File: src/rtl/gray_stream_decoder_if.sv
// Valid/ready stream bundle for gray_stream_decoder: Gray samples in, binary plus
// step class and jump count out. The decoder side uses the slave modport.
interface gray_stream_decoder_if #(
    parameter int WIDTH = 8,
    parameter int CNT_W = 8
);
    logic             in_valid;
    logic             in_ready;
    logic [WIDTH-1:0] gray;
    logic             out_valid;
    logic             out_ready;
    logic [WIDTH-1:0] binary;
    logic [1:0]       out_dir;
    logic [CNT_W-1:0] err_count;

    modport master (
        output in_valid, gray, out_ready,
        input  in_ready, out_valid, binary, out_dir, err_count
    );

    modport slave (
        input  in_valid, gray, out_ready,
        output in_ready, out_valid, binary, out_dir, err_count
    );
endinterface

File: src/rtl/gray_stream_decoder.sv
// Two-stage Gray-to-binary stream decoder with optional step classifier and
// saturating jump counter, enabled by defining GRAY_DEC_STEP_CHECK_EN.
module gray_stream_decoder #(
    parameter int WIDTH = 8,
    parameter int CNT_W = 8
) (
    input logic                  clk,
    input logic                  rst,
    gray_stream_decoder_if.slave bus
);

    logic             s1_valid_q, s1_valid_d;
    logic [WIDTH-1:0] s1_gray_q, s1_gray_d;
    logic             s2_valid_q, s2_valid_d;
    logic [WIDTH-1:0] s2_bin_q, s2_bin_d;
    logic [WIDTH-1:0] dec_bin;
    logic             s2_load;
    logic             s1_move;
    logic             in_ready_c;
    logic             accept;

    always_comb begin
        dec_bin = '0;
        dec_bin[WIDTH-1] = s1_gray_q[WIDTH-1];
        for (int i = WIDTH - 2; i >= 0; i--) begin
            dec_bin[i] = dec_bin[i+1] ^ s1_gray_q[i];
        end
    end

    // Stage 2 frees up in the same cycle it emits, so in_ready depends on out_ready.
    always_comb begin
        s2_load    = !s2_valid_q || bus.out_ready;
        s1_move    = s2_load && s1_valid_q;
        in_ready_c = !rst && (!s1_valid_q || s2_load);
        accept     = bus.in_valid && in_ready_c;

        s1_valid_d = s1_valid_q;
        s1_gray_d  = s1_gray_q;
        s2_valid_d = s2_valid_q;
        s2_bin_d   = s2_bin_q;

        if (s2_load) begin
            s2_valid_d = s1_valid_q;
            s1_valid_d = 1'b0;
        end
        if (s1_move) begin
            s2_bin_d = dec_bin;
        end
        if (accept) begin
            s1_valid_d = 1'b1;
            s1_gray_d  = bus.gray;
        end
    end

    always_ff @(posedge clk) begin
        if (rst) begin
            s1_valid_q <= 1'b0;
            s1_gray_q  <= '0;
            s2_valid_q <= 1'b0;
            s2_bin_q   <= '0;
        end else begin
            s1_valid_q <= s1_valid_d;
            s1_gray_q  <= s1_gray_d;
            s2_valid_q <= s2_valid_d;
            s2_bin_q   <= s2_bin_d;
        end
    end

    assign bus.in_ready  = in_ready_c;
    assign bus.out_valid = s2_valid_q;
    assign bus.binary    = s2_bin_q;

`ifdef GRAY_DEC_STEP_CHECK_EN
    logic [WIDTH-1:0] ref_q, ref_d;
    logic             has_ref_q, has_ref_d;
    logic [1:0]       dir_q, dir_d;
    logic [CNT_W-1:0] err_q, err_d;
    logic [WIDTH-1:0] ref_inc;
    logic [WIDTH-1:0] ref_dec;
    logic             emit;

    // Classification is taken as the sample enters stage 2, so it travels with the data.
    always_comb begin
        ref_inc   = ref_q + WIDTH'(1);
        ref_dec   = ref_q - WIDTH'(1);
        emit      = s2_valid_q && bus.out_ready;
        ref_d     = ref_q;
        has_ref_d = has_ref_q;
        dir_d     = dir_q;
        err_d     = err_q;

        if (s1_move) begin
            ref_d     = dec_bin;
            has_ref_d = 1'b1;
            if (!has_ref_q || dec_bin == ref_q) begin
                dir_d = 2'b00;
            end else if (dec_bin == ref_inc) begin
                dir_d = 2'b01;
            end else if (dec_bin == ref_dec) begin
                dir_d = 2'b10;
            end else begin
                dir_d = 2'b11;
            end
        end

        if (emit && dir_q == 2'b11 && err_q != {CNT_W{1'b1}}) begin
            err_d = err_q + CNT_W'(1);
        end
    end

    always_ff @(posedge clk) begin
        if (rst) begin
            ref_q     <= '0;
            has_ref_q <= 1'b0;
            dir_q     <= 2'b00;
            err_q     <= '0;
        end else begin
            ref_q     <= ref_d;
            has_ref_q <= has_ref_d;
            dir_q     <= dir_d;
            err_q     <= err_d;
        end
    end

    assign bus.out_dir   = dir_q;
    assign bus.err_count = err_q;
`else
    assign bus.out_dir   = 2'b00;
    assign bus.err_count = '0;
`endif

endmodule

File: src/flat_wrapper.sv
// flat-port wrapper written by rule: the top's interface ports become plain ports
module gray_stream_decoder_flat 
#(
    parameter int WIDTH = 8,
    parameter int CNT_W = 8
)
  (clk, rst, bus_in_valid, bus_gray, bus_out_ready, bus_in_ready, bus_out_valid, bus_binary, bus_out_dir, bus_err_count);
  gray_stream_decoder_if #(.WIDTH(WIDTH), .CNT_W(CNT_W)) bus_i ();
  input logic clk;
  input logic rst;
  input wire logic [$bits(bus_i.in_valid)-1:0] bus_in_valid;
  input wire logic [$bits(bus_i.gray)-1:0] bus_gray;
  input wire logic [$bits(bus_i.out_ready)-1:0] bus_out_ready;
  output wire logic [$bits(bus_i.in_ready)-1:0] bus_in_ready;
  output wire logic [$bits(bus_i.out_valid)-1:0] bus_out_valid;
  output wire logic [$bits(bus_i.binary)-1:0] bus_binary;
  output wire logic [$bits(bus_i.out_dir)-1:0] bus_out_dir;
  output wire logic [$bits(bus_i.err_count)-1:0] bus_err_count;
  assign bus_i.in_valid = bus_in_valid;
  assign bus_i.gray = bus_gray;
  assign bus_i.out_ready = bus_out_ready;
  assign bus_in_ready = bus_i.in_ready;
  assign bus_out_valid = bus_i.out_valid;
  assign bus_binary = bus_i.binary;
  assign bus_out_dir = bus_i.out_dir;
  assign bus_err_count = bus_i.err_count;
  gray_stream_decoder #(.WIDTH(WIDTH), .CNT_W(CNT_W)) u_core (.clk(clk), .rst(rst), .bus(bus_i));
endmodule
File: config.mk
export PLATFORM = sky130hd
export DESIGN_NAME = gray_stream_decoder_flat
export DESIGN_NICKNAME = d
export VERILOG_FILES = /design/src/rtl/gray_stream_decoder_if.sv /design/src/rtl/gray_stream_decoder.sv /design/src/flat_wrapper.sv
export SDC_FILE = /design/constraint.sdc
export NUM_CORES = 1
export LEC_CHECK = 0
export BUFFER_PORTS_ARGS = -buffer_cell sky130_fd_sc_hd__buf_2
export CORE_MARGIN = 10
export CORE_UTILIZATION = 42
export CTS_CLUSTER_DIAMETER = 80
export DETAILED_ROUTE_END_ITERATION = 16
export GPL_ROUTABILITY_DRIVEN = 0
export PLACE_DENSITY = 0.72
export SYNTH_ARGS = -nofsm -noshare
export SYNTH_HDL_FRONTEND = slang
export SYNTH_SLANG_ARGS = --single-unit
File: constraint.sdc
create_clock -name clk -period 1.6 [get_ports clk]
set_input_delay 0.08 -clock clk [delete_from_list [all_inputs] [get_ports clk]]
set_output_delay 0.08 -clock clk [all_outputs]
set_load 0.03 [all_outputs]
==> metrics.md, run 1 <==
| Metric | Value |
|---|---|
| Final net count | 129 |
| Syn Inst Count | 86 |
| Combinational power share | 0.278 |
| Reg2Reg Depth | 3 |
| DIE AREA | 0.004278 sq mm |
| Int Pwr | 762.5 uW |
| Synth Area per Inst | 10.07 sq um |
| M3 GR Usage | 0.04237 |
| Non-Filler Instances | 143 |
| Max VDD drop | 461.5 uV |
| Hold path start | bus_gray[4] |
| Worst skew pair latency | 290 ps |
| Starting density of the core | 0.4413 |
| Die Width | 65.41 um |
| Worst Hold Class | in2reg |
| Post-layout util | 0.5497 |
| Ant. Diodes | 0 |
| Pwr per Cell Area | 1010 mW/mm^2 |
| WP data arrival | 1670 ps |
| Layout area overhead | 24.57% |
| R2R Path Start | u_core.s1_gray_q[6] |
| Sequential share of the synthesized area | 0.4162 |
| WL final | 1748 um |
| Syn. warnings | 0 |
| Drt pass-1 iters | 4 |
| Max FO, Critical Path | 4 |
| RSZ-0062 raised after global routing | no |
| Clock power frac | 0.254 |
| Routed length per instance | 12.22 um |
| CTS tree | done |
| IO Port Bufs | 21 |
| Commonest non-fill, non-tap cell in the layout | buf_2 |
| Netlist cell types | 20 |
| Via total after detailed routing | 634 |
| Status | finished clean |
| Initial antenna violation count | 0 |
| Hpwl dp | 1392 um |
| Clock skew | 6.716 ps |
| I/O pin total | 32 |
| Core area | 0.001962 sq mm |
| Fmax | 670.8 MHz |
| Final Hold Violating Endpoints | 0 |
| Fraction of layout cells with a size suffix above 1 | 0.3621 |
| Critical Path RT | 1780 ps |
| Crit path time final | 1491 ps |
| Slew Viols, Final | 0 |
| Largest net degree at the start of global routing | 16 |
| WHS | 16.25 ps |
| LEAKAGE | 0.4933 nW |
| Setup TNS | 0 ps |
| Worst Setup End Kind | flop |
| Chip height | 65.41 um |
| Critical path type | reg2reg |
| Internal reg-to-reg setup slack | 110 ps |
| DRT antenna net count | 0 |
| CTS root buf | clkbuf_4 |
| Net switching fraction of the power | 0.3003 |
| DRT iter0 DRCs | 10 |
| Startpoint types | flop |
| Worst Hold End | u_core.s1_gray_q[4] |
| Htree depth | 1 |
| Count of final setup violators | 0 |
| Worst-path clk slew | 110 ps |
| Num rows | 16 |
| Num CTS Buffers | 3 |
| GRT overflow | 0 |
| Clk buf depth | 2 |
| Part of the power in registers | 0.468 |
| Gr usage total | 0.08506 |
| End of the worst register-to-register path | u_core.bus.binary[1] |
| Synth Register Bits | 18 |
| GR met1 Demand/Resource | 0.09533 |
| Max-cap viol count | 0 |
| Vias in the first global route | 675 |
| Psw | 327.3 uW |
| DRC errors left | 0 |
| Postcts setup bufs | 0 |
| GRT busiest layer | met2 |
| Synthesized cell area | 865.8 sq um |
| Dpl cells | 133 |
| Clock Sinks | 18 |
| Tcrit/Tclk final | 0.9318 |
| Commonest cells after routing, fill and taps aside | buf_2, dfxtp_1, conb_1 |
| Global Route met2 Usage | 0.1317 |
| Vias per cell | 4.434 |
| Hold path cells | 2 |
| Global-route wire length before repair | 2980 um |
==> power groups by stage <==
stage	registers, mW	logic, mW	clock network (mW)
2_1_floorplan	0.553	0.206	0
3_3_place_gp	0.518	0.286	0
3_5_place_dp	0.520	0.294	0
4_1_cts	0.510	0.302	0.291
5_1_grt	0.514	0.330	0.313
6_report	0.510	0.303	0.277
==> repair_timing <==
action / in CTS / in global routing
resized for setup: 0 / 1
endpoints found under the hold margin: 4 / 2
setup endpoints to repair: 0 / 1
hold buffers: 4 / 2
==> metal layers <==
metal	share of wire	wire length, um
met1	0.45	781
met2	0.46	798
met3	0.096	168
met4	0	0
met5	0	0
==> registers in the layout, summed over array words and instances, names as in the netlist <==
| register | flops |
|---|---|
| u_core.bus.out_valid | 1 |
| u_core.bus.binary | 8 |
| u_core.s1_valid_q | 1 |
| u_core.s1_gray_q | 8 |
==> worst max-delay path, cell delays in order, from the launching register on <==
cell and delay [ps]:
dfxtp_2 360, xnor3_2 420, xnor3_2 280, a311o_1 330
==> cells in the mapped netlist, drive strengths merged <==
library cell  count  area [sq um]
a211oi            4         35.03
nand2b            2         12.51
a21oi             5         25.02
buf              10         75.07
dfxtp            18         360.4
conb              1         3.750
xnor2             4         35.03
xor2              1         8.760
and2              1         6.260
xnor3             3         70.07
nor4              1         6.260
nor2              7         26.28
mux2              8         90.09
a311o             1         10.01
clkbuf            3         11.26
nor2b             9         56.30
nor3b             1         7.510
nand2             7         26.28
==> cells by family (layout without fill, tap and decap cells) <==
group	after synthesis	in the layout	share of synthesized area
compound gates	10	10	0.08092
xor+xnor	8	8	0.1315
buf+inv	13	34	0.09971
flops	18	18	0.4162
mux	8	8	0.1041
other cells	1	10	0.004331
simple gates	28	28	0.1633
==> worst max path at each step <==
stage / startpoint / end / slack, ps
final: u_core.s1_gray_q[6] / u_core.bus.binary[1] / 110
after global routing: u_core.s1_gray_q[6] / u_core.bus.binary[0] / 30
after CTS: u_core.s1_gray_q[6] / u_core.bus.binary[1] / 70
after detailed placement: u_core.s1_gray_q[6] / u_core.bus.binary[1] / 90
after global placement: u_core.s1_gray_q[6] / u_core.bus.binary[1] / 130
after floorplan: u_core.bus.out_valid / u_core.s1_gray_q[0] / 30
==> layout make-up <==
| type | count | area [sq um] |
|---|---|---|
| sequential | 18 | 361.6 |
| tap | 27 | 33.78 |
| clock buffer | 4 | 36.28 |
| multi-input combinational | 64 | 459.2 |
| timing repair buffer | 30 | 187.7 |
| fill | 192 | 883.3 |
==> per-stage QoR <==
step	total power [mW]	setup slack, ps	instance area, sq um
after floorplan	0.7595	26.91	905.9
after global placement	0.8042	133.2	980.9
after detailed placement	0.8144	85.92	980.9
after CTS	1.103	71.54	1057
after global routing	1.157	25.70	1079
final	1.090	109.2	1079
No activity file was read; power rests on OpenSTA's default activity.
==> run 2: changes to the inputs <==
--- a/config.mk
+++ b/config.mk
@@ -6,7 +6,7 @@
 export NUM_CORES = 1
 export LEC_CHECK = 0
 export BUFFER_PORTS_ARGS = -buffer_cell sky130_fd_sc_hd__buf_2
-export CORE_MARGIN = 10
+export CORE_MARGIN = 1.5
 export CORE_UTILIZATION = 42
 export CTS_CLUSTER_DIAMETER = 80
 export DETAILED_ROUTE_END_ITERATION = 16
==> metrics.md, run 2 (same netlist as run 1, synthesis figures left out) <==
| Metric | Value |
|---|---|
| Post-DP Area | 980.9 sq um (unchanged) |
| Final net count | 126 (-2.3%) |
| Vias in the first global route | 551 (-18%) |
| WL final | 1395 um (-20%) |
| I/O pin total | 32 (unchanged) |
| DRC errors left | 0 (unchanged) |
| Commonest cells after routing, fill and taps aside | buf_2, dfxtp_1, conb_1 |
| Max VDD drop | 597.1 uV (+29%) |
| Startpoint types | flop |
| Final Hold Violating Endpoints | 0 (unchanged) |
| Tcrit/Tclk final | 0.9465 (+0.01469) |
| Routed length per instance | 10.04 um (-18%) |
| Non-Filler Instances | 139 (-2.8%) |
| Layout fillers | 187 (-2.6%) |
| Ant. Diodes | 0 (unchanged) |
| Crit path time final | 1514 ps (+23.51 ps) |
| RSZ-0062 raised after global routing | no |
| Status | finished clean |
| Pwr per Cell Area | 977.0 mW/mm^2 (-3.3%) |
| Chip height | 48.41 um (-26%) |
| Die Width | 48.41 um (-26%) |
| Dpl cells | 133 (unchanged) |
| IO Port Bufs | 21 (unchanged) |
| CTS tree | done |
| Via total after detailed routing | 620 (-2.2%) |
| Hpwl dp | 1088 um (-22%) |
| DRT antenna net count | 0 (unchanged) |
| Worst Setup End Kind | flop |
| Critical path type | reg2reg |
| Fmax | 660.4 MHz (-1.6%) |
| Vias per cell | 4.460 (+0.61%) |
| Global-route wire length before repair | 2283 um (-23%) |
| Count of final setup violators | 0 (unchanged) |
| Critical path cell sequence | xnor3_2 > xnor3_2 > xnor2_1 > a211oi_2 |
| Power, Total | 1.010 mW (-7.3%) |
| Final instance area | 0.001033 sq mm (-4.2%) |
| Initial antenna violation count | 0 (unchanged) |
| DIE AREA | 0.002343 sq mm (-45%) |
| Buf/Inv on CP | 0 (unchanged) |
| Starting density of the core | 0.4459 (+0.004550) |
| Clk buf depth | 2 (unchanged) |
| Cell family with most CP delay | XOR/XNOR gates |
| Max FO, Critical Path | 4 (unchanged) |
| LEAKAGE | 0.4733 nW (-4.1%) |
| Clock skew | 2.782 ps (-3.933 ps) |
| WP data arrival | 1720 ps (+50 ps) |
| Slew Viols, Final | 0 (unchanged) |
| Worst skew pair latency | 270 ps (-20 ps) |
| Post-CTS sizing | 0 (unchanged) |
| Max-cap viol count | 0 (unchanged) |
| CP most frequent cell | xnor3_2 |
| Core area | 0.001942 sq mm (-1.0%) |
| Setup TNS | 0 ps (unchanged) |
| Worst stage delay on the critical path | 440 ps (+20 ps) |
| Worst-path clk slew | 100 ps (about the same) |
| Worst Hold Class | in2reg |
| DRT iter0 DRCs | 3 (-7) |
| CTS root buf | clkbuf_4 |
| Clock Sinks | 18 (unchanged) |
| Htree depth | 1 (unchanged) |
| Commonest non-fill, non-tap cell in the layout | buf_2 |
| Critical Path RT | 1800 ps (+20 ps) |
| Drt pass-1 iters | 2 (-2) |
| Fraction of layout cells with a size suffix above 1 | 0.3571 (-0.004926) |
| CP max stage cell | xnor3_2 |
| GRT overflow | 0 (unchanged) |
| Num rows | 16 (unchanged) |
| Layout area overhead | 19.36% |
| Largest net degree at the start of global routing | 12 (-4) |
| Num CTS Buffers | 3 (unchanged) |
| Gr usage total | 0.1235 (+0.03845) |
run 2: cell types whose count changed in the layout (fill, tap and decap cells not counted), sizes merged:
cell         change
dlygate4sd3      -3
clkbuf           -1
run 2: where the power goes:
group	leakage (nW)	total (mW)	internal, mW	switching, mW
combinational	0.311	0.292	0.134	0.158
sequential	0.148	0.508	0.484	0.0239
clock	0.0138	0.210	0.0870	0.123
total	0.473	1.01	0.705	0.304
run 2: worst paths after layout:
| path | startpoint | endpoint | slack [ps] | cells after the start |
|---|---|---|---|---|
| setup / recovery | u_core.s1_gray_q[6] | u_core.bus.binary[0] | 90 | 4 |
| hold / removal | bus_gray[6] | u_core.s1_gray_q[6] | 30 | 2 |
| setup reg to reg | u_core.s1_gray_q[6] | u_core.bus.binary[0] | 90 | 4 |
| hold reg to reg | u_core.bus.binary[3] | u_core.bus.binary[3] | 460 | 2 |
run 2: final cells by class:
cell class,count,area [sq um],area share
Multi-Input combinational cell,64,459.2,0.4443
Sequential cell,18,360.3,0.3487
Timing Repair Buffer,27,157.7,0.1525
Tap cell,27,33.78,0.03269
Clock buffer,3,22.52,0.02179
run 2: stage by stage:
stage | setup slack (ps) | hold WS, ps | util
floorplan | 26.91 | 197.4 | -
global placement | 133.1 | 305.8 | 0.5052
detailed placement | 93.68 | 311.6 | 0.5052
CTS | 76.90 | 14.71 | 0.5168
global route | 21.76 | 0.3924 | 0.5322
finish | 85.65 | 27.53 | 0.5322
run 2: what timing repair did:
| action | in CTS | in global routing |
|---|---|---|
| hold endpoints to repair | 0 | 3 |
| hold buffers | 0 | 3 |
| setup buffers | 0 | 0 |
run 2: layer usage:
layer | vias to the layer above | share of wire | track usage
li1 | 322 | - | -
met1 | 282 | 0.46 | 0.1502
met2 | 16 | 0.50 | 0.2199
met3 | 0 | 0.046 | 0.03086
met4 | 0 | 0 | 0.02857
met5 | - | 0 | 0
run 2: worst register-to-register path, stage by stage, from the launching register on:
cell and delay [ps]:
dfxtp_1 370, xnor3_2 440, xnor3_2 270, xnor2_1 160, a211oi_2 200
==> run 3: changes to the inputs <==
--- a/config.mk
+++ b/config.mk
@@ -12,6 +12,7 @@
 export DETAILED_ROUTE_END_ITERATION = 16
 export GPL_ROUTABILITY_DRIVEN = 0
 export PLACE_DENSITY = 0.72
+export RECOVER_POWER = 25
 export SYNTH_ARGS = -nofsm -noshare
 export SYNTH_HDL_FRONTEND = slang
 export SYNTH_SLANG_ARGS = --single-unit
==> metrics.md, run 3 (same netlist as run 1, synthesis figures left out) <==
| Metric | Value |
|---|---|
| Status | finished clean |
| Num CTS Buffers | 3 (unchanged) |
| Count of final setup violators | 0 (unchanged) |
| DRT iter0 DRCs | 3 (unchanged) |
| LEAKAGE | 0.4532 nW (-4.2%) |
| Sequential Area | 360.3 sq um (unchanged) |
| Commonest cells after routing, fill and taps aside | dfxtp_1, buf_2, conb_1 |
| Combinational power share | 0.286 (-0.003) |
| Critical Path RT | 1800 ps (about the same) |
| R2R Path Start | u_core.s1_gray_q[6] |
| Pre-CTS WS | 93.68 ps (unchanged) |
| Multi-input combinational cell area | 459.2 sq um (unchanged) |
| WL final | 1398 um (+0.22%) |
| Htree depth | 1 (unchanged) |
| Int Pwr | 701.9 uW (-0.50%) |
| Post-layout util | 0.5290 (-0.003221) |
| Core area | 0.001942 sq mm (unchanged) |
| Power, Total | 1.007 mW (-0.28%) |
| Clock skew | 2.401 ps (-0.3811 ps) |
| WP data arrival | 1720 ps (about the same) |
| Cell family with most CP delay | XOR/XNOR gates |
| Net switching fraction of the power | 0.3029 (+0.001529) |
| Part of the power in registers | 0.505 (+0.002) |
| Worst Setup Slack, final | 86.10 ps (+0.4523 ps) |
| Hpwl dp | 1088 um (unchanged) |
| Drt pass-1 iters | 2 (unchanged) |
| I/O pin total | 32 (unchanged) |
| Crit path launch | u_core.s1_gray_q[6] |
| DIE AREA | 0.002343 sq mm (unchanged) |
| Fmax | 660.5 MHz (about the same) |
| DRC errors left | 0 (unchanged) |
| Die Width | 48.41 um (unchanged) |
| Clock Sinks | 18 (unchanged) |
| Final net count | 126 (unchanged) |
| Clock power frac | 0.209 (about the same) |
| Postcts setup bufs | 0 (unchanged) |
| Global-route wire length before repair | 2283 um (unchanged) |
| Worst skew pair latency | 270 ps (about the same) |
| Startpoint types | flop |
| Layout fillers | 191 (+2.1%) |
| Starting density of the core | 0.4459 (unchanged) |
| DRT antenna net count | 0 (unchanged) |
| Critical path type | reg2reg |
| Num rows | 16 (unchanged) |
| CP max stage cell | xnor3_2 |
| Worst stage delay on the critical path | 440 ps (about the same) |
| M3 GR Usage | 0.03086 (unchanged) |
| Buf/Inv on CP | 0 (unchanged) |
| GR met1 Demand/Resource | 0.1502 (unchanged) |
| Clk buf depth | 2 (unchanged) |
| Via total after detailed routing | 621 (+0.16%) |
| Initial antenna violation count | 0 (unchanged) |
| CP most frequent cell | xnor3_2 |
| Routed length per instance | 10.06 um (+0.22%) |
| Slew Viols, Final | 0 (unchanged) |
| IO Port Bufs | 21 (unchanged) |
| Setup TNS | 0 ps (unchanged) |
| CTS tree | done |
| Tcrit/Tclk final | 0.9462 (about the same) |
| CTS root buf | clkbuf_4 |
| Hold path start | bus_gray[2] |
| Max-cap viol count | 0 (unchanged) |
| Crit path time final | 1514 ps (-0.4523 ps) |
| Largest net degree at the start of global routing | 12 (unchanged) |
| Final instance area | 0.001027 sq mm (-0.60%) |
| Post-DP Area | 980.9 sq um (unchanged) |
| RSZ-0062 raised after global routing | no |
| Critical path cell sequence | xnor3_2 > xnor3_2 > xnor2_1 > a211oi_2 |
| GRT overflow | 0 (unchanged) |
| Worst-path clk slew | 100 ps (about the same) |
| Fraction of layout cells with a size suffix above 1 | 0.3125 (-0.04464) |
| Psw | 305.0 uW (+0.23%) |
| Worst Setup End Kind | flop |
| Ant. Diodes | 0 (unchanged) |
| Max FO, Critical Path | 4 (unchanged) |
| Gr usage total | 0.1235 (unchanged) |
| Global Route met2 Usage | 0.2199 (unchanged) |
| Vias per cell | 4.468 (+0.16%) |
| Commonest non-fill, non-tap cell in the layout | dfxtp_1 |
| Final Hold Violating Endpoints | 0 (unchanged) |
| Pwr per Cell Area | 980.2 mW/mm^2 (+0.33%) |
| Vias in the first global route | 551 (unchanged) |
| GRT busiest layer | met2 |
| Worst Hold Class | in2reg |
| Layout area overhead | 18.64% |
| Max VDD drop | 593.9 uV (-0.53%) |
| Chip height | 48.41 um (unchanged) |
## run 3: worst paths after layout
check	end	slack, ps	depth (start not counted)
max	u_core.bus.binary[0]	90	4
min	u_core.s1_gray_q[2]	30	2
max reg2reg	u_core.bus.binary[0]	90	4
min reg2reg	u_core.bus.binary[3]	460	2
## run 3: cell type report
type,instances,area share
sequential,18,0.3508
clock buffer,3,0.02192
timing repair buffer,27,0.1474
multi-input combinational,64,0.4470
tap,27,0.03289
## run 3: what timing repair did
action	CTS	global route
gates resized for setup	0	0
endpoints found under the hold margin	0	3
hold buffers	0	3
endpoints found under the setup margin	0	0
## run 3: power by group through the flow
| stage | registers (mW) | logic [mW] | clock network (mW) |
|---|---|---|---|
| detailed placement | 0.519 | 0.288 | 0 |
| global placement | 0.518 | 0.284 | 0 |
| CTS | 0.509 | 0.289 | 0.222 |
| finish | 0.508 | 0.288 | 0.210 |
| floorplan | 0.553 | 0.206 | 0 |
| global route | 0.514 | 0.313 | 0.249 |
## run 3: stage by stage
stage / hold WS (ps) / instances
2_1_floorplan: 197.4 / 95
3_3_place_gp: 305.8 / 133
3_5_place_dp: 311.6 / 133
4_1_cts: 14.71 / 136
5_1_grt: 0.3924 / 139
6_report: 27.19 / 139
## run 3: routing by layer
| metal | wire [um] | vias up | part of all wire |
|---|---|---|---|
| met5 | 0 | - | 0 |
| met4 | 0 | 0 | 0 |
| met3 | 62 | 0 | 0.044 |
| met2 | 690 | 16 | 0.49 |
| met1 | 644 | 282 | 0.46 |
| li1 | - | 323 | - |
